==> src/rtl/lsu_pkg.sv <==
// lsu_pkg: shared funct3 encodings, controller states and request legality check
package lsu_pkg;
  localparam logic [2:0] F3_B  = 3'b000;
  localparam logic [2:0] F3_H  = 3'b001;
  localparam logic [2:0] F3_W  = 3'b010;
  localparam logic [2:0] F3_BU = 3'b100;
  localparam logic [2:0] F3_HU = 3'b101;
  localparam int LANES = 4;
  typedef enum logic [1:0] {IDLE, ACCESS, WAIT, DONE} lsu_state_e;
  // A request is legal when its width exists for its direction and the address is naturally aligned
  function automatic logic req_legal(input logic store, input logic [2:0] f3, input logic [1:0] off);
    logic b_ok, h_ok, w_ok;
    b_ok = f3 == F3_B || (!store && f3 == F3_BU);
    h_ok = (f3 == F3_H || (!store && f3 == F3_HU)) && !off[0];
    w_ok = f3 == F3_W && off == 2'b00;
    return b_ok || h_ok || w_ok;
  endfunction
endpackage

==> src/rtl/lsu_load_align.sv <==
// lsu_load_align: lane-select/write-shift encoder and load extract/extend, all combinational
module lsu_load_align
  import lsu_pkg::*;
(
  input  logic [LANES*8-1:0] lanes,
  input  logic [1:0]         offset,
  input  logic [2:0]         funct3,
  input  logic [LANES*8-1:0] wdata,
  output logic [LANES*8-1:0] rdata,
  output logic [LANES-1:0]   cs,
  output logic [LANES*8-1:0] lane_wdata
);
  logic [15:0] half_v;
  logic [7:0]  byte_v;
  assign half_v = 16'(lanes >> {offset, 3'b000});
  assign byte_v = half_v[7:0];
  // funct3[1:0] alone distinguishes byte/half/word; the legality check filters the rest
  always_comb begin
    rdata = funct3 == F3_B  ? {{24{byte_v[7]}}, byte_v} :
            funct3 == F3_BU ? {24'h0, byte_v} :
            funct3 == F3_H  ? {{16{half_v[15]}}, half_v} :
            funct3 == F3_HU ? {16'h0, half_v} : lanes;
    cs = funct3[1:0] == 2'b00 ? 4'b0001 << offset :
         funct3[1:0] == 2'b01 ? 4'b0011 << offset : 4'b1111;
    lane_wdata = funct3[1:0] == 2'b00 ? {4{wdata[7:0]}} :
                 funct3[1:0] == 2'b01 ? {2{wdata[15:0]}} : wdata;
  end
endmodule

==> src/rtl/lsu_byte_lane_ctrl.sv <==
// lsu_byte_lane_ctrl: single-outstanding load/store controller for a 4-lane byte-banked memory
module lsu_byte_lane_ctrl
  import lsu_pkg::*;
#(
  parameter int WORD_AW = 5,
  parameter int XLEN    = 32
) (
  input  logic               clk,
  input  logic               rst_n,
  input  logic               req_valid,
  output logic               req_ready,
  input  logic               req_store,
  input  logic [2:0]         req_funct3,
  input  logic [WORD_AW+1:0] req_addr,
  input  logic [XLEN-1:0]    req_wdata,
  output logic               resp_valid,
  input  logic               resp_ready,
  output logic [XLEN-1:0]    resp_rdata,
  output logic               resp_err,
  output logic [LANES-1:0]   mem_cs,
  output logic [WORD_AW-1:0] mem_addr,
  output logic [XLEN-1:0]    mem_wdata,
  output logic               mem_write,
  input  logic [7:0]         mem_data_0,
  input  logic [7:0]         mem_data_1,
  input  logic [7:0]         mem_data_2,
  input  logic [7:0]         mem_data_3
);
  lsu_state_e state_q, state_d;
  logic             store_q, accept, legal;
  logic [2:0]       f3_q;
  logic [1:0]       off_q;
  logic [LANES-1:0] enc_cs;
  logic [XLEN-1:0]  enc_wdata, align_rdata;
  assign accept = req_valid && req_ready;
  assign legal  = req_legal(req_store, req_funct3, req_addr[1:0]);
  // Encoding is needed at accept time (live request), extraction in WAIT (latched request)
  lsu_load_align u_align (
    .lanes      ({mem_data_3, mem_data_2, mem_data_1, mem_data_0}),
    .offset     (state_q == IDLE ? req_addr[1:0] : off_q),
    .funct3     (state_q == IDLE ? req_funct3 : f3_q),
    .wdata      (req_wdata),
    .rdata      (align_rdata),
    .cs         (enc_cs),
    .lane_wdata (enc_wdata)
  );
  // State register
  always_ff @(posedge clk or negedge rst_n) begin
    if (!rst_n) state_q <= IDLE;
    else        state_q <= state_d;
  end
  // Next state: illegal requests skip memory entirely, loads spend one extra cycle for read data
  always_comb begin
    state_d = state_q;
    unique case (state_q)
      IDLE:    state_d = accept ? (legal ? ACCESS : DONE) : IDLE;
      ACCESS:  state_d = store_q ? DONE : WAIT;
      WAIT:    state_d = DONE;
      DONE:    state_d = resp_ready ? IDLE : DONE;
      default: state_d = IDLE;
    endcase
  end
  // Request capture on acceptance
  always_ff @(posedge clk or negedge rst_n) begin
    if (!rst_n) begin
      store_q <= 1'b0;
      f3_q    <= F3_B;
      off_q   <= 2'b00;
    end else if (accept) begin
      store_q <= req_store;
      f3_q    <= req_funct3;
      off_q   <= req_addr[1:0];
    end
  end
  // Registered outputs: memory strobes held through ACCESS/WAIT, response held through DONE
  always_ff @(posedge clk or negedge rst_n) begin
    if (!rst_n) begin
      req_ready  <= 1'b1;
      resp_valid <= 1'b0;
      resp_err   <= 1'b0;
      resp_rdata <= '0;
      mem_cs     <= '0;
      mem_addr   <= '0;
      mem_wdata  <= '0;
      mem_write  <= 1'b0;
    end else begin
      req_ready  <= state_d == IDLE;
      resp_valid <= state_d == DONE;
      resp_err   <= accept ? !legal : (state_d == DONE ? resp_err : 1'b0);
      resp_rdata <= state_q == WAIT ? align_rdata : (state_d == DONE ? resp_rdata : '0);
      mem_cs     <= accept && legal ? enc_cs :
                    (state_d == ACCESS || state_d == WAIT) ? mem_cs : '0;
      mem_addr   <= accept && legal ? req_addr[WORD_AW+1:2] : mem_addr;
      mem_wdata  <= accept && legal ? enc_wdata : mem_wdata;
      mem_write  <= accept && legal && req_store;
    end
  end
endmodule

==> config.mk <==
export PLATFORM = sky130hd
export DESIGN_NAME = lsu_byte_lane_ctrl
export DESIGN_NICKNAME = d
export VERILOG_FILES = /design/src/rtl/lsu_pkg.sv /design/src/rtl/lsu_load_align.sv /design/src/rtl/lsu_byte_lane_ctrl.sv
export SDC_FILE = /design/constraint.sdc
export NUM_CORES = 1
export LEC_CHECK = 0
export ABC_CLOCK_PERIOD_IN_PS = 4850
export CAP_MARGIN = 20
export CORE_MARGIN = 1
export CORE_UTILIZATION = 56
export CTS_CLUSTER_DIAMETER = 150
export DETAILED_ROUTE_END_ITERATION = 7
export DONT_BUFFER_PORTS = 1
export MAX_ROUTING_LAYER = met4
export PLACE_DENSITY = 0.69
export SLEW_MARGIN = 25
export SYNTH_ARGS = -nofsm -noshare
export SYNTH_HDL_FRONTEND = slang
export SYNTH_SLANG_ARGS = --single-unit
==> constraint.sdc <==
create_clock -name clk -period 4.85 [get_ports clk]
set_input_delay 0.485 -clock clk [delete_from_list [all_inputs] [get_ports clk]]
set_output_delay 0.485 -clock clk [all_outputs]
set_load 0.05 [all_outputs]
==> results.yml, run 1 <==
outcome:
  status: "completed"
logic_synthesis:
  synth_area_leaders: "dfrtp_1 49%, nand2_1 6.0%, mux2_2 5.2%"
  syn_inst: 407
  synth-seq-cells: 85
  ys_warn_count: 0
  synth.net_count: 493
  synth_area_leader_cell: "dfrtp_1"
  synth.distinct_cells: 56
  yosysSeqAreaShare_pct: 49.1
  synth-edff-count: 0
  syn_avg_cell_area_um2: 10.6
  yosysMostFrequentCell: "dfrtp_1"
  synth-main-ff-cell: "dfrtp_1"
  synth_common_cells: "84 x dfrtp_1, 69 x nand2_1, 34 x o21ai_0, 23 x nor2_1"
  synth_top_area_share_pct: 48.5
  netlist_area_um2: 4330
  synthArstFlopShare_pct: 100
worst_setup_path:
  critPathRequiredTime_ns: 5.05
  r2r_cells: 5
  crit_chain: "or2_1, mux2_2, nor2_1, mux2i_1, o211ai_1"
  cp-end-kind: "register"
  cp-start-kind: "register"
  path_max_fanout: 20
  critical_path_class: "reg -> reg"
  cp_slowest_cell: "nor2_1"
  arrival_ns: 3.03
  cpPeakStageDelay_ns: 0.75
timing:
  grt_setup_unrepaired: "no"
  fin_hold_ws_ns: 0.0247
  period_share_pct: 58.3
  fmax_ghz: 0.354
  min_period_ns: 2.83
  final.setup.tns_ns: 0
  slew_viol_final: 0
  setup_ws_ns: 2.02
  max_slew.worst_pin.slew_ns: 0.888
  relSlewSlack_pct: 40.7
  hold_violations: 0
  setup_viol: 0
  skew_ns: 0.00655
power:
  p_int_mw: 1.80
  total_power_mw: 3.95
  ir_worst_vdd_mv: 0.442
  pwr-share-seq_pct: 51.9
  p_sw_share_pct: 54.4
  p_leak_nw: 2.02
  clkPwrFrac_pct: 12.9
  powerDensity_nw_per_um2: 865
  netSwitchingPower_mw: 2.15
  combPwrFrac_pct: 35.2
grt:
  grt_pass1_wl_um: 16500
  grt.total_usage_pct: 26.9
  grt_pass1_vias: 3202
  overflow: 0
  antenna_found_initial: 0
  grt_max_degree: 86
routing:
  vias: 3109
  drc: 0
  vias_per_cell: 6.23
  wire_per_inst_um: 20.6
  postRouteAntennaNets: 0
  routed_wl_um: 10300
  drt_iter0_markers: 227
  drt-pass1-iter-count: 4
cts:
  cts_tree: "built"
  clk_path_buf_depth: 2
  path_clk_slew_ns: 0.08
  root_buffer: "clkbuf_8"
  cts.sinks: 85
  cts_made_buffers: 9
  htreeDepth: 3
  cts_resized: 0
  insertion_delay_ns: 0.35
die:
  fp.dieH_um: 90.0
  num_io_pins: 156
  die-area_um2: 8090
  core_um2: 7370
  rows: 31
  die_x_um: 90.0
  initial_utilization_pct: 58.8
min_path:
  hold_path.class: "in -> async"
layout:
  stdcell_count: 499
  area_delta_synth_final_pct: 5.46
  nets: 482
  fillers: 639
  drive_gt1_share_pct: 16.5
  n_antenna_cell: 0
place:
  place_hpwl_um: 7310
  pre_cts_ws_ns: 1.89
  place_inst: 483
  gp_congestion: 0.880
  port-buffer-count: 0
run:
  maxCapViolations: 0
-- sequential cells by signal, summed over array words and instances, names as in the netlist --
name        cells
store_q         1
mem_write       1
resp_rdata     32
resp_err        1
mem_cs          4
off_q           2
resp_valid      1
f3_q            3
state_q         2
mem_wdata      32
req_ready       1
mem_addr        5
-- critical path, delay by kind of cell (launching register included) --
family	cells	cell delay, ns
AO/OA/AOI/OAI	1	0.11
flip-flops	1	0.54
multiplexers	2	0.86
AND/OR/NAND/NOR	2	1.16
-- per-stage QoR --
stage               utilization (%)  cell area (um2)
finish                         62.0             4570
global route                   62.0             4570
CTS                            62.0             4570
detailed placement             58.9             4340
global placement               58.9             4340
floorplan                         -             4330
-- layer usage --
metal	up-vias	wire [um]	track usage, %
li1	1470	-	-
met1	1485	4090	31.2
met2	135	4920	42.9
met3	19	1070	9.56
met4	0	216	10.5
met5	-	0	-
-- cell families (layout without fill, tap and decap cells) --
group / after synthesis / after routing / share of synthesized area, %
flip-flops: 85 / 85 / 49.1
buffers and inverters: 29 / 22 / 3.55
adder cells (fa/ha/maj): 7 / 7 / 2.02
multiplexers: 44 / 44 / 11.0
AO/OA/AOI/OAI: 109 / 109 / 20.2
AND/OR/NAND/NOR: 133 / 133 / 14.2
-- worst paths after layout --
check | startpoint | end | slack (ns)
setup / recovery | state_q[0]$_DFF_PN0_ | resp_rdata[10]$_DFFE_PN0P_ | 2.02
hold / removal | rst_n | resp_rdata[0]$_DFFE_PN0P_ | 0.02
setup reg to reg | state_q[0]$_DFF_PN0_ | resp_rdata[10]$_DFFE_PN0P_ | 2.02
hold reg to reg | store_q$_DFFE_PN0P_ | store_q$_DFFE_PN0P_ | 0.52
max in group asynchronous | rst_n | req_ready$_DFF_PN1_ | 4.46
min in group clk | req_wdata[7] | mem_wdata[7]$_DFFE_PN0P_ | 0.27
-- power groups by stage --
| stage | clock network, mW | registers [mW] | logic (mW) |
|---|---|---|---|
| floorplan | 0 | 1.98 | 1.21 |
| finish | 0.510 | 2.05 | 1.39 |
| global placement | 0 | 2.06 | 1.35 |
| global route | 0.547 | 2.09 | 1.54 |
| CTS | 0.522 | 2.06 | 1.40 |
| detailed placement | 0 | 2.07 | 1.38 |
-- timing repair --
action | CTS | global route
endpoints found under the hold margin | 85 | 0
buffers inserted | 0 | 0
endpoints found under the setup margin | 0 | 0
hold buffers | 1 | 0
-- cells in the final DEF (no fill, tap or decap), types with 7 or more instances in the layout --
master,n
clkbuf_8,11
o31ai_2,10
mux2i_1,21
a22o_1,13
dfrtp_1,84
nand3_1,21
o21ai_0,34
o31ai_1,7
o221a_1,7
a222oi_1,8
nor2_1,23
ha_1,7
mux2_2,20
nand2_1,69
-- final cells by class --
type                            count  area, um2  share of cell area, %
Inverter                            4       15.0                  0.329
Sequential cell                    85       2130                   46.6
Timing Repair Buffer                3       42.5                  0.931
Multi-Input combinational cell    293       2060                   45.1
Tap cell                           99        124                   2.71
Clock buffer                       11        151                   3.31
Clock inverter                      4       47.5                   1.04
(Power assumes the default switching activity.)
==> run 2, diff against run 1 <==
Settings changed: ABC_CLOCK_PERIOD_IN_PS 4850 to 2500, PLACE_DENSITY 0.69 to 0.72.
Clock period 4.85 ns to 2.5 ns, I/O delays scaled along.
==> run 2 against run 1 <==
Net effect: cell area up 2.5%; critical path depth increased by 2; sequential power grew 91%; die area stayed put; largest cell class unchanged; critical endpoint is now resp_rdata[30]$_DFFE_PN0P_; clock power rose by 78%.
==> results.yml, run 2 (synthesized netlist as in run 1, its figures left out) <==
outcome:
  status: "completed"
timing:
  setup_ws_ns: 0.269
  relSlewSlack_pct: 59.4
  skew_ns: 0.0108
  fmax_ghz: 0.448
  period_share_pct: 89.2
  hold_violations: 0
  slew_viol_final: 0
  setup_viol: 0
  final.setup.tns_ns: 0
  max_slew.worst_pin.slew_ns: 0.605
  grt_setup_unrepaired: "no"
  min_period_ns: 2.23
layout:
  final_core_util_pct: 63.5
  fillers: 595
  drive_gt1_share_pct: 19.2
  final_common_cell: "dfrtp_1"
  seqCellArea_um2: 2130
  area_delta_synth_final_pct: 8.09
  nets: 497
  largestRegisters: "mem_wdata: 32 flops, resp_rdata: 32 flops, mem_addr: 5 flops"
  multi_input_area_um2: 2060
  stdcell_count: 515
  final_cell_mix: "84 x dfrtp_1, 69 x nand2_1, 34 x o21ai_0"
  n_antenna_cell: 0
  fin_area_um2: 4680
place:
  pre_cts_ws_ns: 0.241
  placed_cell_area_um2: 4460
  port-buffer-count: 0
  place_inst: 497
  gp_congestion: 0.857
  place_hpwl_um: 7560
grt:
  overflow: 0
  grt.total_usage_pct: 27.1
  grt_pass1_vias: 3297
  antenna_found_initial: 0
  grt_max_degree: 86
  grt_pass1_wl_um: 16800
routing:
  wire_per_inst_um: 20.2
  vias_per_cell: 6.32
  drc: 0
  vias: 3253
  drt_iter0_markers: 201
  routed_wl_um: 10400
  postRouteAntennaNets: 0
  drt-pass1-iter-count: 5
worst_setup_path:
  cp-start-kind: "register"
  path_max_fanout: 16
  cp-end-kind: "register"
  arrival_ns: 2.49
  critical_path_class: "reg -> reg"
  ff2ff_setup_slack_ns: 0.27
  critPathRequiredTime_ns: 2.76
die:
  initial_utilization_pct: 58.8
  num_io_pins: 156
  die-area_um2: 8090
  fp.dieH_um: 90.0
  die_x_um: 90.0
  rows: 31
  core_um2: 7370
cts:
  path_clk_slew_ns: 0.09
  insertion_delay_ns: 0.35
  root_buffer: "clkbuf_8"
  cts_made_buffers: 9
  cts_tree: "built"
  htreeDepth: 3
  cts.sinks: 85
  clk_path_buf_depth: 2
power:
  powerDensity_nw_per_um2: 1670
  ir_worst_vdd_mv: 0.855
  p_leak_nw: 2.10
min_path:
  hold_path.class: "in -> reg"
run:
  maxCapViolations: 0
run 2: changes by cell type in the layout (fill, tap and decap cells not counted), sizes merged:
cell,delta
buf,+14
clkinv,+2
bufinv,-1
dlygate4sd3,+1
run 2: final timing paths:
| check | from | depth (start not counted) | endpoint |
|---|---|---|---|
| min in group asynchronous | rst_n | 2 | resp_rdata[0]$_DFFE_PN0P_ |
| max in group asynchronous | rst_n | 2 | req_ready$_DFF_PN1_ |
| max | state_q[1]$_DFF_PN0_ | 7 | resp_rdata[30]$_DFFE_PN0P_ |
| min reg2reg | store_q$_DFFE_PN0P_ | 1 | store_q$_DFFE_PN0P_ |
| max reg2reg | state_q[1]$_DFF_PN0_ | 7 | resp_rdata[30]$_DFFE_PN0P_ |
| min | req_wdata[1] | 1 | mem_wdata[1]$_DFFE_PN0P_ |
run 2: through the flow:
stage                     total power, mW  hold slack (ns)
after floorplan                      6.21          -0.0456
after global placement               6.79          -0.0439
after detailed placement             6.90          -0.0439
after CTS                            7.83           0.0282
after global routing                 8.24           0.0222
final                                7.80           0.0404
run 2: layout make-up:
cell class	instances	share of cell area, %
clock inverters	5	0.748
inverters	4	0.321
flip-flops and latches	85	45.4
well taps	99	2.64
repair buffers	18	3.63
clock buffers	11	3.23
multi-input cells	293	44.0
run 2: worst max-delay path, cell delays in order, from the launching register on:
cell,delay (ns)
dfrtp_1,0.38
or2_1,0.39
mux2_4,0.35
inv_2,0.14
a211oi_2,0.36
nor3_4,0.07
buf_4,0.22
o31ai_1,0.24
run 2: power breakdown:
| group | internal, mW | total [mW] | switching (mW) |
|---|---|---|---|
| logic | 1.24 | 2.97 | 1.73 |
| clock network | 0.415 | 0.910 | 0.494 |
| registers | 1.90 | 3.92 | 2.02 |
| total | 3.55 | 7.80 | 4.25 |
run 2: metal layers:
layer / track usage [%] / vias to the layer above / wire (um)
li1: - / 1508 / -
met1: 32.8 / 1561 / 4090
met2: 42.8 / 148 / 5100
met3: 8.54 / 36 / 916
met4: 10.5 / 0 / 276
met5: - / - / 0
run 2: timing repair:
item                                   4_1_cts  5_1_grt
buffers inserted                             0        0
hold buffers                                 2        0
gates resized for setup                      0        0
endpoints found under the hold margin       85        0
==> run 3, diff against run 2 <==
==> constraint.sdc (replaced) <==
create_clock -name clk -period 2.5 [get_ports clk]
set_input_delay 0.25 -clock clk [delete_from_list [all_inputs] [get_ports clk]]
set_output_delay 0.25 -clock clk [all_outputs]
set_load 0.01 [all_outputs]
==> run 3 against run 2 <==
Net effect: core utilization hardly changed; critical endpoint is now resp_rdata[16]$_DFFE_PN0P_; global-route usage is 0.44 points higher; clock skew is 0.0017 ns lower; sequential share of layout area hardly changed; final cell count is 0.19% lower; cell area hardly changed; die area stayed put; sequential power is 35% lower; clock-buffer cell count is 1 lower.
==> results.yml, run 3 (synthesized netlist as in run 1, its figures left out) <==
outcome:
  status: "completed"
power:
  powerDensity_nw_per_um2: 1370
  total_power_mw: 6.44
  p_leak_nw: 2.09
  ir_worst_vdd_mv: 0.601
cts:
  cts_made_buffers: 9
  cts_tree: "built"
  insertion_delay_ns: 0.36
  root_buffer: "clkbuf_8"
  clk_path_buf_depth: 2
  cts.sinks: 85
  cts_resized: 0
  htreeDepth: 3
  path_clk_slew_ns: 0.09
timing:
  period_share_pct: 90.2
  setup_viol: 0
  fmax_ghz: 0.444
  relSlewSlack_pct: 58.2
  max_slew.worst_pin.slew_ns: 0.623
  grt_setup_unrepaired: "no"
  skew_ns: 0.00906
  final.setup.tns_ns: 0
  hold_violations: 0
  setup_ws_ns: 0.245
  fin_hold_ws_ns: 0.0265
  min_period_ns: 2.25
  slew_viol_final: 0
worst_setup_path:
  critical_path_class: "reg -> reg"
  r2r_cells: 7
  critPathRequiredTime_ns: 2.77
  cpPeakStageDelay_ns: 0.39
  cp_slowest_cell: "or2_1"
  cp-start-kind: "register"
  path_max_fanout: 16
  crit_chain: "or2_1, mux2_4, inv_2, a211oi_2, nor3_4, buf_4, o31ai_1"
  cp-end-kind: "register"
  arrival_ns: 2.52
die:
  initial_utilization_pct: 58.8
  rows: 31
  core_um2: 7370
  fp.dieH_um: 90.0
  die_x_um: 90.0
  die-area_um2: 8090
  num_io_pins: 156
grt:
  grt_pass1_wl_um: 17000
  grt_pass1_vias: 3305
  overflow: 0
  grt.total_usage_pct: 27.6
  grt_max_degree: 86
  antenna_found_initial: 0
layout:
  final_cell_mix: "84 x dfrtp_1, 69 x nand2_1, 34 x o21ai_0"
  final_core_util_pct: 63.6
  nets: 496
  fin_area_um2: 4690
  final_common_cell: "dfrtp_1"
  stdcell_count: 514
  n_antenna_cell: 0
  area_delta_synth_final_pct: 8.14
  drive_gt1_share_pct: 19.0
  largestRegisters: "mem_wdata: 32 flops, resp_rdata: 32 flops, mem_addr: 5 flops"
min_path:
  hold_path.class: "in -> reg"
  whs_path_depth: 1
routing:
  vias_per_cell: 6.33
  drt-pass1-iter-count: 6
  drc: 0
  routed_wl_um: 10400
  vias: 3252
  wire_per_inst_um: 20.3
  postRouteAntennaNets: 0
  drt_iter0_markers: 192
place:
  pre_cts_ws_ns: 0.236
  place_hpwl_um: 7440
  place_inst: 496
  placed_cell_area_um2: 4460
  gp_congestion: 0.870
  port-buffer-count: 0
run:
  maxCapViolations: 0
## run 3: changes by cell type in the layout (fill, tap and decap cells not counted)
| cell | change |
|---|---|
| buf_12 | +1 |
| buf_4 | -2 |
| clkbuf_8 | -1 |
| clkinv_2 | -1 |
| clkinvlp_4 | +1 |
| inv_6 | +1 |
## run 3: area by class of cell
type                       instances  area [um2]
clock buffer                      10         138
clock inverter                     6        46.3
fill                             635        2680
inverter                           4        15.0
multi-input combinational        293        2060
sequential                        85        2130
tap                               99         124
timing repair buffer              17         175
## run 3: critical path, delay by kind of cell (launching register included)
kind                   cells  cell delay [ns]
AO/OA/AOI/OAI              2             0.61
AND/OR/NAND/NOR            2             0.45
flip-flops                 1             0.38
buffers and inverters      2             0.36
multiplexers               1             0.35
## run 3: power by group
| part | internal, mW | switching (mW) | leakage [nW] |
|---|---|---|---|
| Combinational | 1.27 | 1.71 | 0.905 |
| Sequential | 1.93 | 0.617 | 1.10 |
| Clock | 0.393 | 0.524 | 0.0889 |
## run 3: repair_timing
action / in CTS / in global routing
setup buffers: 0 / 0
hold buffers: 2 / 0
endpoints found under the hold margin: 85 / 0
## run 3: final timing paths
| check | start | end | slack, ns |
|---|---|---|---|
| hold / removal | req_wdata[1] | mem_wdata[1]$_DFFE_PN0P_ | 0.03 |
| hold reg to reg | store_q$_DFFE_PN0P_ | store_q$_DFFE_PN0P_ | 0.52 |
| setup / recovery | state_q[1]$_DFF_PN0_ | resp_rdata[16]$_DFFE_PN0P_ | 0.25 |
| setup reg to reg | state_q[1]$_DFF_PN0_ | resp_rdata[16]$_DFFE_PN0P_ | 0.25 |
| max in group asynchronous | rst_n | req_ready$_DFF_PN1_ | 1.61 |
| min in group asynchronous | rst_n | resp_rdata[0]$_DFFE_PN0P_ | 0.47 |
## run 3: per-layer routing
layer	track usage, %	wire [um]
met1	34.5	4220
met2	43.6	4990
met3	6.94	965
met4	10.2	238
met5	-	0
